==> src/rtl/imem_loader_pkg.sv <==
// Shared types and helpers for the instruction-memory loader.
package imem_loader_pkg;

  typedef enum logic [2:0] {
    StIdle,
    StCount,
    StData,
    StWrite,
    StCsum,
    StDone
  } loader_state_e;

  localparam logic [7:0] SYNC_DEFAULT = 8'hA5;

  function automatic int unsigned BYTES_PER_WORD(input int unsigned dwidth);
    return dwidth / 8;
  endfunction

endpackage

==> src/rtl/imem_word_asm.sv <==
// Little-endian word assembler: each byte lands in lane [byte index], last_o flags the final lane.
module imem_word_asm
  import imem_loader_pkg::*;
#(
  parameter int unsigned DWIDTH = 32
) (
  input  logic              clk_i,
  input  logic              reset_i,
  input  logic              clear_i,
  input  logic              shift_i,
  input  logic [7:0]        byte_i,
  output logic [DWIDTH-1:0] word_o,
  output logic              last_o
);

  localparam int unsigned Bpw  = BYTES_PER_WORD(DWIDTH);
  localparam int unsigned IdxW = (Bpw > 1) ? $clog2(Bpw) : 1;

  logic [IdxW-1:0]   idx_q, idx_d;
  logic [DWIDTH-1:0] word_q, word_d;

  assign last_o = (idx_q == IdxW'(Bpw - 1));
  assign word_o = word_q;

  // Next lane index and lane write.
  always_comb begin
    idx_d  = idx_q;
    word_d = word_q;
    if (clear_i) begin
      idx_d = '0;
    end else if (shift_i) begin
      word_d[{idx_q, 3'b000} +: 8] = byte_i;
      idx_d = last_o ? '0 : idx_q + 1'b1;
    end
  end

  // Lane index and word register.
  always_ff @(posedge clk_i or posedge reset_i) begin
    if (reset_i) begin
      idx_q  <= '0;
      word_q <= '0;
    end else begin
      idx_q  <= idx_d;
      word_q <= word_d;
    end
  end

endmodule

==> src/rtl/imem_loader.sv <==
// Framed byte-stream loader for the instruction memory; holds the core while a frame is in flight.
// Optional trailing XOR checksum byte when IMEM_LOADER_CSUM_EN is defined.
module imem_loader
  import imem_loader_pkg::*;
#(
  parameter int unsigned DWIDTH = 32,
  parameter int unsigned AWIDTH = 5,
  parameter logic [7:0]  SYNC   = SYNC_DEFAULT
) (
  input  logic              clk,
  input  logic              reset,
  input  logic [7:0]        in_data,
  input  logic              in_valid,
  output logic              in_ready,
  input  logic              abort,
  output logic              imem_we,
  output logic [AWIDTH-1:0] imem_waddr,
  output logic [DWIDTH-1:0] imem_wdata,
  output logic              cpu_hold,
  output logic              done,
  output logic              err
);

  localparam logic [8:0] MaxWords = 9'(1 << AWIDTH);

  loader_state_e     state_q, state_d;
  logic [8:0]        n_q, n_d;
  logic [AWIDTH-1:0] widx_q, widx_d;
  logic              err_q, err_d;
  logic              accept, last_word;
  logic              asm_clear, asm_shift, asm_last;
  logic [DWIDTH-1:0] asm_word;
`ifdef IMEM_LOADER_CSUM_EN
  logic [7:0]        csum_q, csum_d;
`endif

  assign in_ready   = !(state_q inside {StWrite, StDone});
  assign cpu_hold   = state_q inside {StCount, StData, StWrite, StCsum};
  assign done       = (state_q == StDone);
  // abort also suppresses a write that is being presented this cycle
  assign imem_we    = (state_q == StWrite) && !abort;
  assign imem_waddr = widx_q;
  assign imem_wdata = asm_word;
  assign err        = err_q;
  assign accept     = in_valid && in_ready;
  assign last_word  = (9'(widx_q) == n_q - 9'd1);

  imem_word_asm #(
    .DWIDTH(DWIDTH)
  ) u_asm (
    .clk_i  (clk),
    .reset_i(reset),
    .clear_i(asm_clear),
    .shift_i(asm_shift),
    .byte_i (in_data),
    .word_o (asm_word),
    .last_o (asm_last)
  );

  // Frame FSM: next state, counters, error flag and assembler controls.
  always_comb begin
    state_d   = state_q;
    n_d       = n_q;
    widx_d    = widx_q;
    err_d     = err_q;
    asm_clear = 1'b0;
    asm_shift = 1'b0;
`ifdef IMEM_LOADER_CSUM_EN
    csum_d    = csum_q;
`endif
    unique case (state_q)
      StIdle: begin
        if (accept && in_data == SYNC) begin
          err_d   = 1'b0;
          state_d = StCount;
        end
      end
      StCount: begin
        if (accept) begin
          if (in_data == 8'd0 || {1'b0, in_data} > MaxWords) begin
            err_d   = 1'b1;
            state_d = StIdle;
          end else begin
            n_d       = {1'b0, in_data};
            widx_d    = '0;
            asm_clear = 1'b1;
`ifdef IMEM_LOADER_CSUM_EN
            csum_d    = 8'd0;
`endif
            state_d   = StData;
          end
        end
      end
      StData: begin
        if (accept) begin
          asm_shift = 1'b1;
`ifdef IMEM_LOADER_CSUM_EN
          csum_d    = csum_q ^ in_data;
`endif
          if (asm_last) state_d = StWrite;
        end
      end
      StWrite: begin
        if (last_word) begin
`ifdef IMEM_LOADER_CSUM_EN
          state_d = StCsum;
`else
          state_d = StDone;
`endif
        end else begin
          widx_d  = widx_q + 1'b1;
          state_d = StData;
        end
      end
`ifdef IMEM_LOADER_CSUM_EN
      StCsum: begin
        if (accept) begin
          if (in_data == csum_q) begin
            state_d = StDone;
          end else begin
            err_d   = 1'b1;
            state_d = StIdle;
          end
        end
      end
`endif
      StDone:  state_d = StIdle;
      default: state_d = StIdle;
    endcase

    // abort wins over any byte accepted in the same cycle
    if (abort) begin
      state_d   = StIdle;
      err_d     = err_q;
      asm_shift = 1'b0;
      asm_clear = 1'b0;
    end
  end

  // State and datapath registers.
  always_ff @(posedge clk or posedge reset) begin
    if (reset) begin
      state_q <= StIdle;
      n_q     <= '0;
      widx_q  <= '0;
      err_q   <= 1'b0;
`ifdef IMEM_LOADER_CSUM_EN
      csum_q  <= '0;
`endif
    end else begin
      state_q <= state_d;
      n_q     <= n_d;
      widx_q  <= widx_d;
      err_q   <= err_d;
`ifdef IMEM_LOADER_CSUM_EN
      csum_q  <= csum_d;
`endif
    end
  end

endmodule

==> config.mk <==
export PLATFORM = sky130hd
export DESIGN_NAME = imem_loader
export DESIGN_NICKNAME = d
export VERILOG_FILES = /design/src/rtl/imem_loader_pkg.sv /design/src/rtl/imem_word_asm.sv /design/src/rtl/imem_loader.sv
export SDC_FILE = /design/constraint.sdc
export NUM_CORES = 1
export LEC_CHECK = 0
export CAP_MARGIN = 25
export CORE_UTILIZATION = 54
export CTS_CLUSTER_SIZE = 28
export DETAILED_ROUTE_END_ITERATION = 10
export PLACE_DENSITY = 0.84
export SLEW_MARGIN = 40
export SYNTH_ARGS = -nofsm -noshare
export SYNTH_HDL_FRONTEND = slang
export SYNTH_SLANG_ARGS = --single-unit
==> constraint.sdc <==
create_clock -name clk -period 4.5 [get_ports clk]
set_input_delay 0.675 -clock clk [delete_from_list [all_inputs] [get_ports clk]]
set_output_delay 0.675 -clock clk [all_outputs]
set_load 0.005 [all_outputs]
==> results.txt <==
----------------------------------------------------
[Global route]
  Antenna violations before repair ... 0
  Number of global-route vias before repair ... 1958
  All-layer global routing usage ... 0.247
  Total global routing overflow ... 0
  Wire length of the first global-routing pass ... 9450 µm
  Pin count of the biggest net entering global routing ... 52

[Timing]
  Transition time of the tightest slew-check pin ... 0.758 ns
  FMAX ... 0.368 GHz
  Final worst hold slack ... 0.484 ns
  Final period demand of the worst path ... 2.72 ns
  Final-report setup violation count ... 0
  Sum of negative setup slack ... 0 ns
  RSZ-0062 raised after global routing ... false
  Final hold viol count ... 0
  Crit share post-route ... 0.604
  Number of max-slew violations in the final report ... 0
  Normalized max-slew margin ... 0.491
  Maximum clock skew at final layout ... 0.00386 ns

[Floorplan]
  Core box area ... 0.00441 mm²
  Horizontal die dimension ... 70.1 µm
  Initial standard-cell utilization of the core ... 0.568
  Cell row count ... 24
  Ports placed on the boundary ... 54
  Die height ... 70.1 µm
  Die outline area ... 0.00492 mm²

[Clocking]
  CTS clock-pin slew for the worst setup and hold paths ... 0.09 ns
  Clock sink count ... 51
  Clk Tree Root Cell ... sky130_fd_sc_hd__clkbuf_8
  Number of CTS-inserted buffers ... 5
  Maximum number of buffers from clock root to sink ... 2
  Count of H-tree levels built during CTS ... 2
  Source-to-sink clock delay at the later pin of the worst-skew pair ... 0.30 ns
  Post-cts gate resize count ... 0
  Clock tree from TritonCTS ... built
  Hold-fix buffer count after cts ... 0
  # Post-CTS Setup Buffers ... 0

[Critical path]
  Arrival time of the worst setup path ... 2.91 ns
  Required time of the worst setup path ... 4.69 ns
  Setup CP Type ... primary input to flip-flop
  Largest fanout on the critical path ... 11
  Crit path launch type ... primary input
  Element type at the critical path end ... flip-flop
  Worst Reg2Reg Path Length in Cells ... 8

[Synthesis]
  Top cell type by total area after synthesis ... sky130_fd_sc_hd__dfrtp_1
  Post-synth ARST share ... 1.00
  Cell count after synthesis ... 261
  Post-Syn Area ... 0.00251 mm²
  Main combinational cell family by area after synthesis ... simple AND/OR/NAND/NOR gates
  Synthesis warning total ... 0
  Most frequent cells after synthesis ... sky130_fd_sc_hd__nand2_1, sky130_fd_sc_hd__dfrtp_1, sky130_fd_sc_hd__o21ai_0
  Total nets after synthesis ... 281
  Fraction of synthesized cell area taken by the top area cell type ... 0.509
  Sequential-to-total area share from yosys stat ... 0.509
  Synth unique cells ... 45
  Most used standard cell by instance count after synthesis ... sky130_fd_sc_hd__nand2_1
  Top cells by area in the synthesized netlist ... sky130_fd_sc_hd__dfrtp_1, sky130_fd_sc_hd__nand2_1, sky130_fd_sc_hd__o21ai_0
  Post-synthesis share of cell area spent on xor and xnor gates ... 0.0315
  Area fraction in compound gates after synthesis ... 0.109
  Synth Area in Simple Gates ... 0.223
  Share of synthesized cell area in full adder, half adder and majority cells ... 0.0399
  Most used flip-flop cell after synthesis ... sky130_fd_sc_hd__dfrtp_1
  Mux cell area share after synthesis ... 0.0554
  Synthesized flop and latch total ... 51
  EDFF count, synth ... 0
  Avg Synthesized Cell Area ... 9.60 µm²

[Placement]
  Detailed placement HPWL ... 3810 µm
  Number of buffer cells added on primary ports ... 53
  RD Place Congestion ... 0.838

[Route]
  Vias/cell ... 5.53
  DRC Markers ... 0
  Number of detailed-routing iterations run before antenna repair ... 4
  Number of antenna-violating nets in the routed design ... 0
  Total number of vias ... 1998
  Post-detailed-routing wire length ... 5360 µm
  DRT iter0 DRCs ... 151
  Average wire length per cell after detail routing ... 14.9 µm

[Power]
  Worst ir drop on vdd ... 0.000189 V
  Tot Pwr ... 0.000828 W
  Total power divided by cell area ... 261 mW/mm²
  Leakage power ... 1.38 nW

[Min path]
  Classification of the worst-slack hold path ... flip-flop to flip-flop
  Depth of the worst hold-timing path ... 2

[Cells and area]
  Antenna fix cells ... 0
  Area Growth Syn to Fin ... 26.6%
  Share of cells above drive strength 1 ... 0.0744
  Nets@finish ... 329

[Status]
  Run status ... complete, no violations

[Flow run]
  Number of maximum-capacitance violations ... 0

----------------------------------------------------
## cell usage in the layout, fill, tap and decap left out, drive strengths merged, types with 5 or more instances in the layout
master / n
nand2: 75
mux2: 8
nor2: 7
nor3: 5
inv: 7
clkdlybuf4s50: 53
clkbuf: 5
xnor2: 6
dfrtp: 51
o21ai: 34
ha: 8
## per-stage QoR
step / setup slack (ns) / util / cell area [µm²] / cells
2_1_floorplan: 2.24 / - / 2510 / 261
3_3_place_gp: 1.55 / 0.690 / 3050 / 354
3_5_place_dp: 1.46 / 0.692 / 3060 / 354
4_1_cts: 1.78 / 0.716 / 3160 / 361
5_1_grt: 1.67 / 0.719 / 3170 / 361
6_report: 1.78 / 0.719 / 3170 / 361
## critical path, stage by stage
cell and delay (ns):
sky130_fd_sc_hd__clkdlybuf4s50_1 0.57, sky130_fd_sc_hd__or3_4 0.45, sky130_fd_sc_hd__o31a_1 0.26, sky130_fd_sc_hd__nor3_2 0.33, sky130_fd_sc_hd__nand2_2 0.26, sky130_fd_sc_hd__mux2_1 0.36
## kinds of logic after synthesis
group	Yosys count
and+or+nand+nor	117
DFF	51
AOI/OAI and AO/OA	46
buffers and inverters	19
muxes	11
xor gates and xnor gates	9
adders and majority gates	8
## where the power goes
| group | switching, W | internal [W] | total [W] |
|---|---|---|---|
| Clock | 0.000149 | 0.000163 | 0.000312 |
| Sequential | 0.00000369 | 0.000460 | 0.000464 |
| Combinational | 0.0000306 | 0.0000220 | 0.0000526 |
## area by class of cell
cell class,count,area (µm²)
flip-flops and latches,51,1280
fillers,337,1240
multi-input cells,191,1160
repair buffers,53,531
clock buffers,5,68.8
well taps,52,65.1
clock inverters,2,37.5
inverters,7,28.8
## registers in the layout, indices dropped and copies added (netlist names)
signal        cells
u_asm.word_o     32
state_q           3
n_q               8
err               1
u_asm.idx_q       2
imem_waddr        5
## worst paths after layout
kind                                                   from                          end  slack [ns]
worst min-delay path            u_asm.word_o[2]$_DFFE_PP0P_  u_asm.word_o[2]$_DFFE_PP0P_        0.48
min in group asynchronous                             reset    imem_waddr[3]$_DFFE_PP0P_        0.80
worst max register to register           n_q[0]$_DFFE_PP0P_    imem_waddr[0]$_DFFE_PP0P_        2.06
worst min register to register  u_asm.word_o[2]$_DFFE_PP0P_  u_asm.word_o[2]$_DFFE_PP0P_        0.48
max in group asynchronous                             reset       state_q[1]$_DFFE_PP0P_        3.29
worst max-delay path                             in_data[3]           n_q[5]$_DFFE_PP0P_        1.78
## metal layers
metal  part of all wire  track usage
met2               0.48        0.394
met3              0.043       0.0505
met4              0.017       0.0822
met1               0.46        0.338
met5                  0            0
Note: power is estimated with default switching activity, not from simulation.
